File: src/rtl/fifo_block_unpack.sv
// rtl/fifo_block_unpack.sv - block-wide FIFO that streams each buffered block out as narrow words
module fifo_block_unpack #(
    parameter int DATA_IN_WH  = 256,
    parameter int DATA_OUT_WH = 32,
    parameter int DEPTH       = 2
) (
    input  logic                                              clk,
    input  logic                                              resetn,
    input  logic                                              in_valid,
    output logic                                              in_ready,
    input  logic [DATA_IN_WH-1:0]                             in_data,
    output logic                                              out_valid,
    input  logic                                              out_ready,
    output logic [DATA_OUT_WH-1:0]                            out_data,
    output logic                                              out_last,
    output logic [$clog2((DATA_IN_WH/DATA_OUT_WH)*DEPTH):0]   words_avail,
    output logic                                              empty,
    output logic                                              full
);

    localparam int WORDS = DATA_IN_WH / DATA_OUT_WH;
    localparam int AW    = $clog2(WORDS * DEPTH) + 1;
    localparam int CW    = $clog2(DEPTH + 1);
    localparam int SW    = (DEPTH > 1) ? $clog2(DEPTH) : 1;
    localparam int PW    = (WORDS > 1) ? $clog2(WORDS) : 1;

    logic [DATA_IN_WH-1:0] r_mem [DEPTH];
    logic [CW-1:0]         r_count;
    logic [SW-1:0]         r_wr_slot;
    logic [SW-1:0]         r_rd_slot;
    logic [PW-1:0]         r_word_ptr;

    logic                   w_push;
    logic                   w_pop;
    logic                   w_pop_last;
    logic                   w_at_last_word;
    logic [DATA_IN_WH-1:0]  w_rd_block;
    logic [DATA_OUT_WH-1:0] w_word;

    function automatic logic [SW-1:0] f_next_slot(input logic [SW-1:0] s);
        return (s == SW'(DEPTH - 1)) ? '0 : s + SW'(1);
    endfunction

    // Flags come from the registered block count only, so in_ready never depends on out_ready.
    assign empty     = (r_count == '0);
    assign full      = (r_count == CW'(DEPTH));
    assign in_ready  = !full;
    assign out_valid = !empty;

    assign w_at_last_word = (r_word_ptr == PW'(WORDS - 1));
    assign w_push         = in_valid & in_ready;
    assign w_pop          = out_valid & out_ready;
    assign w_pop_last     = w_pop & w_at_last_word;

    assign w_rd_block = r_mem[r_rd_slot];
    assign w_word     = w_rd_block[r_word_ptr*DATA_OUT_WH +: DATA_OUT_WH];

    assign out_data    = out_valid ? w_word : '0;
    assign out_last    = out_valid & w_at_last_word;
    assign words_avail = AW'(r_count) * AW'(WORDS) - AW'(r_word_ptr);

    // Block storage; contents are don't-care until a slot is written, so no reset.
    always_ff @(posedge clk) begin
        if (w_push) begin
            r_mem[r_wr_slot] <= in_data;
        end
    end

    // Write slot, read slot, word pointer and block count bookkeeping.
    always_ff @(posedge clk) begin
        if (!resetn) begin
            r_count    <= '0;
            r_wr_slot  <= '0;
            r_rd_slot  <= '0;
            r_word_ptr <= '0;
        end else begin
            if (w_push) begin
                r_wr_slot <= f_next_slot(r_wr_slot);
            end
            if (w_pop) begin
                if (w_at_last_word) begin
                    r_word_ptr <= '0;
                    r_rd_slot  <= f_next_slot(r_rd_slot);
                end else begin
                    r_word_ptr <= r_word_ptr + PW'(1);
                end
            end
            if (w_push && !w_pop_last) begin
                r_count <= r_count + CW'(1);
            end else if (!w_push && w_pop_last) begin
                r_count <= r_count - CW'(1);
            end
        end
    end

endmodule

File: config.mk
export PLATFORM = sky130hd
export DESIGN_NAME = fifo_block_unpack
export DESIGN_NICKNAME = d
export VERILOG_FILES = /design/src/rtl/fifo_block_unpack.sv
export SDC_FILE = /design/constraint.sdc
export NUM_CORES = 1
export LEC_CHECK = 0
export CORE_AREA = 8 8 270 272
export CTS_CLUSTER_DIAMETER = 80
export DETAILED_ROUTE_END_ITERATION = 8
export DIE_AREA = 0 0 278 280
export DONT_BUFFER_PORTS = 1
export REMOVE_ABC_BUFFERS = 1
export SYNTH_ARGS = -nofsm -noshare
export SYNTH_HDL_FRONTEND = slang
export SYNTH_SLANG_ARGS = --single-unit
File: constraint.sdc
create_clock -name clk -period 46.3 [get_ports clk]
set_input_delay 13.89 -clock clk [delete_from_list [all_inputs] [get_ports clk]]
set_output_delay 13.89 -clock clk [all_outputs]
set_load 0.02 [all_outputs]
# --- Yosys cells after proc, flatten, opt, wreduce, memory -nomap -nowiden ---
# Memory sizes are Yosys's and may differ from the RTL's. A register that Yosys moved wholly into a read port is not among the register bits.
# Index checks and enable logic that the tools add are counted.
totals:
  reg_bits: 7
  mem_bits_rw: 512
  input_bits: 260
  out_inout_bits: 42
  n_memories: 1
op_classes:
  n_addsub: 6
  eq_ne: 2
  n_shift: 1
  muxes: 10
  bitwise_logic: 4
  n_reduce_logical: 9
memory_table:
  columns: ["memory", "words", "width", "read_ports", "rd_clocked_by_memory_dff", "wr", "line", "text"]
  rows:
  - ["r_mem", 2, 256, 1, 1, 1, "27", "logic [DATA_IN_WH-1:0] r_mem [DEPTH];"]
op_table:
  columns: ["cell", "n"]
  rows:
  - ["$shiftx 256x9->32", 1]
  - ["$mux 32", 1]
  - ["$mux 1", 6]
  - ["$sub 5x3->5", 1]
  - ["$and 1x1->1", 4]
  - ["$logic_not 1->1", 4]
  - ["$mux 2", 2]
  - ["$add 3x1->3 const B", 1]
  - ["$eq 3x3->1 const B", 1]
  - ["$mux 3", 1]
  - ["$add 1x1->1 const B", 2]
  - ["$add 2x1->2 const B", 1]
  - ["$eq 2x2->1 const B", 1]
  - ["$logic_and 1x1->1", 2]
  - ["$logic_not 2->1", 1]
  - ["$reduce_and 2->1", 1]
  - ["$reduce_bool 2->1", 1]
  - ["$sub 2x1->2 const B", 1]

# --- Longest topological paths before layout ---
# Gate-level depths: netlist of the first run.
logic_depth:
  word_depth: 7
  ltp_mapped: 8
  depth_no_buf: 7

# --- Worst setup path before layout of the first run ---
# Ideal clock, no wire load.
synth_timing:
  kind: "input port to flip-flop"
  from: "in in_valid"
  to: "mem r_mem[0][0] (enable)"
  arrival_time_ns: 24.590
  required_ns: 45.422
  setup_slack_ns: 20.832
  cell_stages: 2
  path_cell_list: "nand2_1 nor2_1"
synth_between:
  elab_chain_len: 3
synth_rtl:
  columns: ["element", "line", "text"]
  rows:
  - ["start: declaration", "9", "input logic in_valid,"]
  - ["$and 1x1->1", "51", "assign w_push = in_valid & in_ready;"]
  - ["$mux 1", "64", "if (w_push) begin"]
  - ["$mux 1 (implied by the code)", "65", "r_mem[r_wr_slot] <= in_data;"]
  - ["end: declaration", "27", null]
# No other way between the ends.

==> impl_results.md, run 1 <==
- Status: complete, no violations
- Final Skew: 0.0205 ns
- Slew margin rel.: 26.3%
- WL per Instance: 23.1 µm
- Area growth from synthesis to layout: 12.8%
- Synth area leaders: edfxtp_1 (76%), mux2i_1 (13%), a22oi_1 (4.7%)
- Initial DRC count: 701
- Chip Height: 280 µm
- Critical path class: reg -> out
- Hold Violations, Final: 0
- Period utilization: 39.5%
- XOR/XNOR Fraction of Synth Area: 0.302%
- Setup TNS: 0 ns
- Post-DRT Antenna Nets: 0
- Core Region: 68900 µm²
- Initial cell density of the core: 29.5%
- Maximum vdd drop: 0.0000304 V
- Min-Delay Path Class: reg -> reg
- Total CTS buffers: 57
- Vias per cell: 4.77
- Number of global-route vias before repair: 10100
- H-tree Lvls: 2
- CP max FO: 58
- PwrDens: 48.4 nW/µm²
- Resize count post-CTS: 0
- Largest area contributor in the netlist: edfxtp_1
- Fmax: 0.0546 GHz
- Total gr overflow: 0
- Synth Area in Simple Gates: 2.03%
- Synth cell types: 32
- Hold-fix buffers at CTS: 0
- Yosys reg bits: 520
- Slew Viols, Final: 0
- Layout cells sized above 1: 9.24%
- FF-to-FF Start: r_count[0]
- Synth Area in Compound Gates: 5.71%
- Final Wtd Congestion: 0.724
- Synth top area share: 75.6%
- R2r worst-path depth: 6
- Post-Synth Adder-Cell Area: 0.246%
- Critical Path RT: 32.41 ns
- Final net count: 1391
- Most frequent cells in the layout: edfxtp_1 (512), mux2i_1 (257), a22oi_1 (128)
- Total track usage: 11.6%
- Worst Hold Path Cells: 2
- CP endpoint kind: output pin
- Hold wc startpoint: r_rd_slot
- Detail Placement HPWL: 28800 µm
- Fillers: 6573
- Worst-path clk slew: 0.06 ns
- Post-synthesis mux area share: 12.7%
- Post-Syn Instances: 1113
- Synthesized area: 20300 µm²
- Arrival @ worst endpoint: 4.42 ns
- Most common cell after layout, fill and taps aside: edfxtp_1
- Max Root-Sink Buffers: 3
- Post-CTS Setup Repair Bufs: 0
- Ys Warns: 0
- # rows: 97
- Tightest Pin Transition: 1.11 ns
- Post-route insts no fill: 2063
- Reg2reg end: r_mem[0][102]
- Lkg Pwr: 0.00687 µW
- Initial antenna violation count: 5
- Largest family of logic cells by synthesized area: multiplexers
- Root Buffer: clkbuf_16
- First-pass GRT wire length: 68000 µm
- RSZ-0062 raised after global routing: no
- Max-Cap Viols: 0
- Cells after DPL: 1959
- R2R Setup Slk: 42.20 ns
- CTS tree: yes
- Clock Latency Late Sink: 0.59 ns
- Die ar.: 77800 µm²
- First-pass DRT Iterations: 5
- Min Tclk post-route: 18.31 ns
- DRC Markers: 0
- Die width: 278 µm
- Setup crit start kind: flip-flop
- Sequential share of the synthesized area: 76.4%
- WL final: 47600 µm
- Buffers on Ports: 0
- Via count: 9839
- Worst hold slack: 0.585 ns
- Syn_area_per_cell: 18.3 µm²
- Clk sinks: 520
- Largest net degree at the start of global routing: 71
- Final Setup Violations: 0
- Boundary pin count: 302
power breakdown:
group          internal [µW]  switching (µW)
logic                   23.3            72.3
registers                570            10.7
clock network            251             181
total                    844             264
how the worst max path moves through the flow:
stage,from,to,cells after the start
2_1_floorplan,in_valid,r_mem[0][0],2
3_3_place_gp,flip-flop,out_data[5],6
3_5_place_dp,flip-flop,out_data[5],6
4_1_cts,flip-flop,out_data[5],6
5_1_grt,flip-flop,out_data[5],6
6_report,flip-flop,out_data[5],6
critical path: stages (launching register included):
cell,delay [ns]
dfxtp_4,1.05
buf_4,0.84
buf_4,0.86
mux2i_1,0.18
a22oi_1,0.22
nand2_1,0.08
o21ai_1,0.50
synthesized netlist by cell type:
master,count
or3_1,1
buf_1,3
and3_1,1
xor2_1,2
xnor2_1,5
nand2_1,34
clkbuf_4,1
o211ai_1,1
nor3b_1,1
nor2b_1,6
buf_4,5
ha_1,4
nand2b_1,1
buf_2,30
nor2_1,2
buf_6,24
o21ai_1,33
mux2i_1,257
inv_2,1
o21ai_0,1
nor3_1,2
buf_12,1
a21oi_1,3
a21boi_0,1
and2_1,5
buf_8,1
edfxtp_1,512
nor2_2,2
a22oi_1,128
inv_1,5
dfxtp_1,8
nand3_1,32
layout make-up:
class                   instances  area (µm²)  area share [%]
clock inverters                33         295            1.29
flip-flops and latches        520       15500            67.8
inverters                       6        22.5          0.0983
diodes                          3        7.51          0.0328
well taps                     891        1110            4.86
clock buffers                  68        1490            6.50
multi-input cells             522        4300            18.8
repair buffers                 20         150           0.655
logic make-up (layout without fill, tap and decap cells):
kind of cell	Yosys count	count (layout)
XOR/XNOR	7	7
buffers and inverters	71	127
multiplexers	257	257
AO/OA/AOI/OAI	167	167
flip-flops	520	520
other	0	3
adder cells (fa/ha/maj)	4	4
AND/OR/NAND/NOR	87	87
registers in the layout, summed over array words and instances (netlist names), named ones only:
name,cells
r_mem,512
r_word_ptr,3
r_count,2
r_rd_slot,1
r_wr_slot,1
stage by stage:
stage                     util, %  cell area (µm²)  worst slack, ns  power [µW]
final                        33.2            22900            27.99        1110
after global routing         33.2            22900            27.69        1150
after CTS                    33.2            22900            27.90        1120
after detailed placement     30.7            21100            28.55         688
after global placement       30.7            21100            28.63         685
after floorplan                 -            19800            20.83         669
metal layers:
layer / vias up / track usage, % / part of all wire (%)
li1: 4498 / - / -
met1: 4947 / 13.1 / 38
met2: 291 / 19.4 / 49
met3: 99 / 5.41 / 10
met4: 4 / 4.00 / 3.0
met5: - / 0 / 0.067
No activity file was read; power rests on OpenSTA's default activity.
==> inputs of run 2 (changes only) <==
==> constraint.sdc (replaced) <==
create_clock -name clk -period 18.01 [get_ports clk]
set_input_delay 5.403 -clock clk [delete_from_list [all_inputs] [get_ports clk]]
set_output_delay 5.403 -clock clk [all_outputs]
set_load 0.02 [all_outputs]
==> run 2 against run 1 <==
  * Routed wire length is 0.71% lower
  * Critical path depth stayed put
  * Power grew to 2.7 times the previous value
  * Die area stayed put
  * Utilization is 0.27 points higher
  * Global-route usage is 0.057 points lower
==> impl_results.md, run 2 (synthesis results as in run 1) <==
- Initial DRC count: 673
- Final net count: 1391
- Root Buffer: clkbuf_16
- Top reg by flops: r_mem
- Max Root-Sink Buffers: 3
- Final Setup Violations: 0
- Initial cell density of the core: 29.5%
- Final Skew: 0.0207 ns
- Total track usage: 11.6%
- Clk sinks: 520
- Largest net degree at the start of global routing: 71
- Via count: 9932
- Slowest stage cell, crit path: buf_4
- Setup crit start kind: flip-flop
- Most frequent cells in the layout: edfxtp_1 (512), mux2i_1 (257), a22oi_1 (128)
- CP max FO: 55
- Min-Delay Path Class: reg -> reg
- Final core utilization: 33.5%
- Sequential share of power: 50.8%
- Slew margin rel.: 29.9%
- Die width: 278 µm
- # rows: 97
- Combinational power share: 8.3%
- Power Internal: 2260 µW
- H-tree Lvls: 2
- Initial antenna violation count: 2
- Sw Share: 23.2%
- RSZ-0062 raised after global routing: no
- WL final: 47200 µm
- Post-CTS Setup Repair Bufs: 0
- Period utilization: 53.5%
- WL per Instance: 22.9 µm
- Setup TNS: 0 ns
- Lkg Pwr: 0.00695 µW
- PwrDens: 127 nW/µm²
- Area growth from synthesis to layout: 13.7%
- Critical path class: reg -> out
- Clock Latency Late Sink: 0.60 ns
- Status: complete, no violations
- Post-DRT Antenna Nets: 0
- NetSw: 684 µW
- Max-Cap Viols: 0
- Worst-path clk slew: 0.06 ns
- Largest regs: r_mem: 512 flops, r_word_ptr: 3 flops, r_count: 2 flops
- Vias per cell: 4.81
- Resize count post-CTS: 0
- Critical Path RT: 12.61 ns
- Fmax: 0.104 GHz
- Most frequent CP cell: buf_4
- Core Region: 68900 µm²
- Largest register FFs: 512
- CTS tree: yes
- Total CTS buffers: 57
- Boundary pin count: 302
- Critical path cell sequence: buf_4 > buf_4 > mux2i_1 > a22oi_1 > nand2_1 > o21ai_1
- First-pass GRT wire length: 68100 µm
- Clk pwr share: 40.9%
- Arrival @ worst endpoint: 4.24 ns
- Most common cell after layout, fill and taps aside: edfxtp_1
- Tightest Pin Transition: 1.05 ns
- Hold-fix buffers at CTS: 0
- First-pass DRT Iterations: 4
- Slowest stage delay, CP: 0.88 ns
- Layout cells sized above 1: 10.1%
- Slew Viols, Final: 0
- Min Tclk post-route: 9.64 ns
- Number of global-route vias before repair: 10400
- Die ar.: 77800 µm²
- Hold Violations, Final: 0
- CP endpoint kind: output pin
- DRC Markers: 0
- Chip Height: 280 µm
- Buffers on Ports: 0
- Maximum vdd drop: 0.0000864 V
- Detail Placement HPWL: 29000 µm
- Final Wtd Congestion: 0.719
- Total gr overflow: 0
[run 2: cell types whose count changed in the layout (fill, tap and decap cells not counted)]
cell / delta
bufinv_16: +5
clkbuf_8: +3
clkinv_1: -3
clkinvlp_4: +3
clkbuf_1: -2
diode_2: -2
clkinv_2: +1
clkinv_4: -1
inv_16: +1
inv_6: -1
inv_8: -1
[run 2: power groups by stage]
stage	logic (µW)	clock network (µW)	registers, µW
after floorplan	168	0	1550
after global placement	247	0	1510
after detailed placement	250	0	1520
after CTS	251	1240	1490
after global routing	268	1280	1500
final	245	1200	1490
[run 2: final cells by class]
cell class | instances | area, µm²
antenna | 1 | 2.50
clock buffer | 69 | 1520
multi-input combinational | 522 | 4300
inverter | 6 | 22.5
tap | 891 | 1110
timing repair buffer | 20 | 150
sequential | 520 | 15500
clock inverter | 37 | 453
fill | 6566 | 45800
[run 2: final timing paths]
| check | start | endpoint | slack [ns] | depth (start not counted) |
|---|---|---|---|---|
| min | r_rd_slot | flip-flop | 0.58 | 2 |
| min reg2reg | r_rd_slot | flip-flop | 0.58 | 2 |
| max reg2reg | r_count[0] | r_mem[0][198] | 13.89 | 6 |
| max | flip-flop | out_data[5] | 8.37 | 6 |
[run 2: metrics by stage]
step / area (µm²) / hold WS (ns) / setup WS (ns) / std cells / total power, µW
floorplan: 19800 / 0.537 / 1.03 / 1048 / 1720
global placement: 21100 / 0.567 / 9.02 / 1959 / 1760
detailed placement: 21100 / 0.573 / 8.96 / 1959 / 1770
CTS: 23100 / 0.587 / 8.29 / 2065 / 2980
global route: 23100 / 0.610 / 8.06 / 2065 / 3050
finish: 23100 / 0.585 / 8.37 / 2066 / 2940
[run 2: layer usage]
metal | vias up | GRT usage [%] | part of all wire [%]
li1 | 4507 | - | -
met1 | 5032 | 12.7 | 37
met2 | 304 | 20.3 | 51
met3 | 87 | 4.63 | 9.2
met4 | 2 | 3.98 | 2.8
met5 | - | 0 | 0.030
[run 2: critical path: cells and delay by family (launching register included)]
family / cells / cell delay (ns)
buffers and inverters: 2 / 1.70
flip-flops: 1 / 0.84
AO/OA/AOI/OAI: 2 / 0.72
multiplexers: 1 / 0.17
AND/OR/NAND/NOR: 1 / 0.08
==> inputs of run 3 (changes only) <==
==> constraint.sdc (replaced) <==
create_clock -name clk -period 9.5 [get_ports clk]
set_input_delay 2.85 -clock clk [delete_from_list [all_inputs] [get_ports clk]]
set_output_delay 2.85 -clock clk [all_outputs]
set_load 0.02 [all_outputs]
==> run 3 against run 2 <==
  * Final cell count about the same
  * Largest cell class unchanged
  * Critical path type unchanged
  * First-iteration DRC count increased by 2.1%
  * Clock power increased by 71%
  * Via count decreased by 1.9%
  * Worst setup slack got worse by 4.9 ns
  * Utilization decreased by 0.27 points
  * Critical path depth decreased by 1
==> impl_results.md, run 3 (synthesis results as in run 1) <==
- DRC Markers: 0
- Hold wc startpoint: r_rd_slot
- Min Tclk post-route: 6.03 ns
- WL per Instance: 22.9 µm
- Sw Share: 24.0%
- Post-route insts no fill: 2067
- Worst Hold Path Cells: 2
- Fmax: 0.166 GHz
- Max Root-Sink Buffers: 3
- Slowest stage delay, CP: 0.75 ns
- Fillers: 6618
- WL final: 47400 µm
- NetSw: 1280 µW
- Worst-path clk slew: 0.06 ns
- Slew margin rel.: 26.7%
- Number of global-route vias before repair: 10100
- Period utilization: 63.5%
- Most common cell after layout, fill and taps aside: edfxtp_1
- Combinational power share: 8.7%
- Final core utilization: 33.3%
- Via count: 9743
- Setup crit start kind: flip-flop
- Cells after DPL: 1956
- Arrival @ worst endpoint: 3.18 ns
- Total track usage: 11.7%
- Sequential share of power: 52.9%
- Total gr overflow: 0
- Hold Violations, Final: 0
- Register area: 15500 µm²
- Post-DRT Antenna Nets: 0
- Core Region: 68900 µm²
- FF-to-FF Start: r_count[0]
- R2R Setup Slk: 6.38 ns
- CP top delay family: flip-flops
- Total CTS buffers: 57
- Clk sinks: 520
- Power Internal: 4070 µW
- # rows: 97
- Clk pwr share: 38.4%
- Critical Path RT: 6.65 ns
- Die ar.: 77800 µm²
- Reg2reg end: r_mem[0][166]
- First-pass DRT Iterations: 5
- Initial antenna violation count: 4
- Final Wtd Congestion: 0.730
- Max-Cap Viols: 0
- Detail Placement HPWL: 28900 µm
- CP endpoint kind: output pin
- Initial cell density of the core: 29.5%
- Final Setup Violations: 0
- Slowest stage cell, crit path: dfxtp_1
- First-pass GRT wire length: 68300 µm
- Worst path depth: 5
- R2r worst-path depth: 5
- Final Skew: 0.0263 ns
- CP max FO: 42
- Root Buffer: clkbuf_16
- Most frequent cells in the layout: edfxtp_1 (512), mux2i_1 (257), a22oi_1 (128)
- Lkg Pwr: 0.00684 µW
- Hold-fix buffers at CTS: 0
- Clock Latency Late Sink: 0.60 ns
- Resize count post-CTS: 0
- Tightest Pin Transition: 1.10 ns
- PwrDens: 233 nW/µm²
- Buffers & Inverters on Critical Path: 1
- Boundary pin count: 302
- Largest register FFs: 512
- Layout cells sized above 1: 9.15%
- CTS tree: yes
- Die width: 278 µm
- Final net count: 1388
- Worst hold slack: 0.592 ns
- Largest net degree at the start of global routing: 145
- Min-Delay Path Class: reg -> reg
- Top reg by flops: r_mem
- Critical path cell sequence: and2_4 > buf_4 > a22oi_1 > nand3_1 > o21ai_1
- Chip Height: 280 µm
- Maximum vdd drop: 0.000150 V
- RSZ-0062 raised after global routing: no
- Slew Viols, Final: 0
- Status: complete, no violations
- Post-CTS Setup Repair Bufs: 0
- Critical path class: reg -> out
- H-tree Lvls: 2
- Vias per cell: 4.71
- Largest regs: r_mem: 512 flops, r_word_ptr: 3 flops, r_count: 2 flops
- Initial DRC count: 687
- Multi-input gate area: 4300 µm²
- Area growth from synthesis to layout: 12.8%
- Total power: 5350 µW
- Buffers on Ports: 0
run 3: per-layer routing:
layer	wire [µm]	vias up	GRT usage [%]
met5	13	-	0
met4	1060	2	3.70
met3	4480	72	5.23
met2	23600	290	19.8
met1	18200	4888	13.1
li1	-	4491	-
run 3: stage by stage:
step / instance area, µm² / TNS [ns] / setup slack (ns)
6_report: 22900 / 0 / 3.47
5_1_grt: 22900 / 0 / 3.25
4_1_cts: 22900 / 0 / 3.39
3_5_place_dp: 21200 / 0 / 4.03
3_3_place_gp: 21200 / 0 / 4.11
2_1_floorplan: 19800 / -1353.98 / -4.93
run 3: layout make-up:
class / count / area share (%)
timing repair buffer: 17 / 0.775
multi-input combinational: 522 / 18.8
clock inverter: 34 / 1.10
sequential: 520 / 67.8
tap: 891 / 4.86
inverter: 6 / 0.0982
clock buffer: 71 / 6.54
antenna: 6 / 0.0655
run 3: worst max-delay path by stage:
stage                              from           to  slack, ns
final                     r_word_ptr[0]  out_data[5]       3.47
after global routing      r_word_ptr[0]  out_data[5]       3.25
after CTS                 r_word_ptr[0]  out_data[5]       3.39
after detailed placement  r_word_ptr[0]  out_data[5]       4.03
after global placement    r_word_ptr[0]  out_data[5]       4.11
after floorplan                in_valid  r_mem[0][0]      -4.93
run 3: tightest hold or removal path: stages (launching register included):
cell	delay, ns
dfxtp_1	0.33
xnor2_1	0.08
and2_1	0.15
run 3: power by group through the flow:
stage	clock [µW]	sequential (µW)	combinational, µW
final	2050	2830	464
after detailed placement	0	2880	477
after floorplan	0	2940	318
after global placement	0	2870	471
after global routing	2210	2850	510
after CTS	2120	2830	479
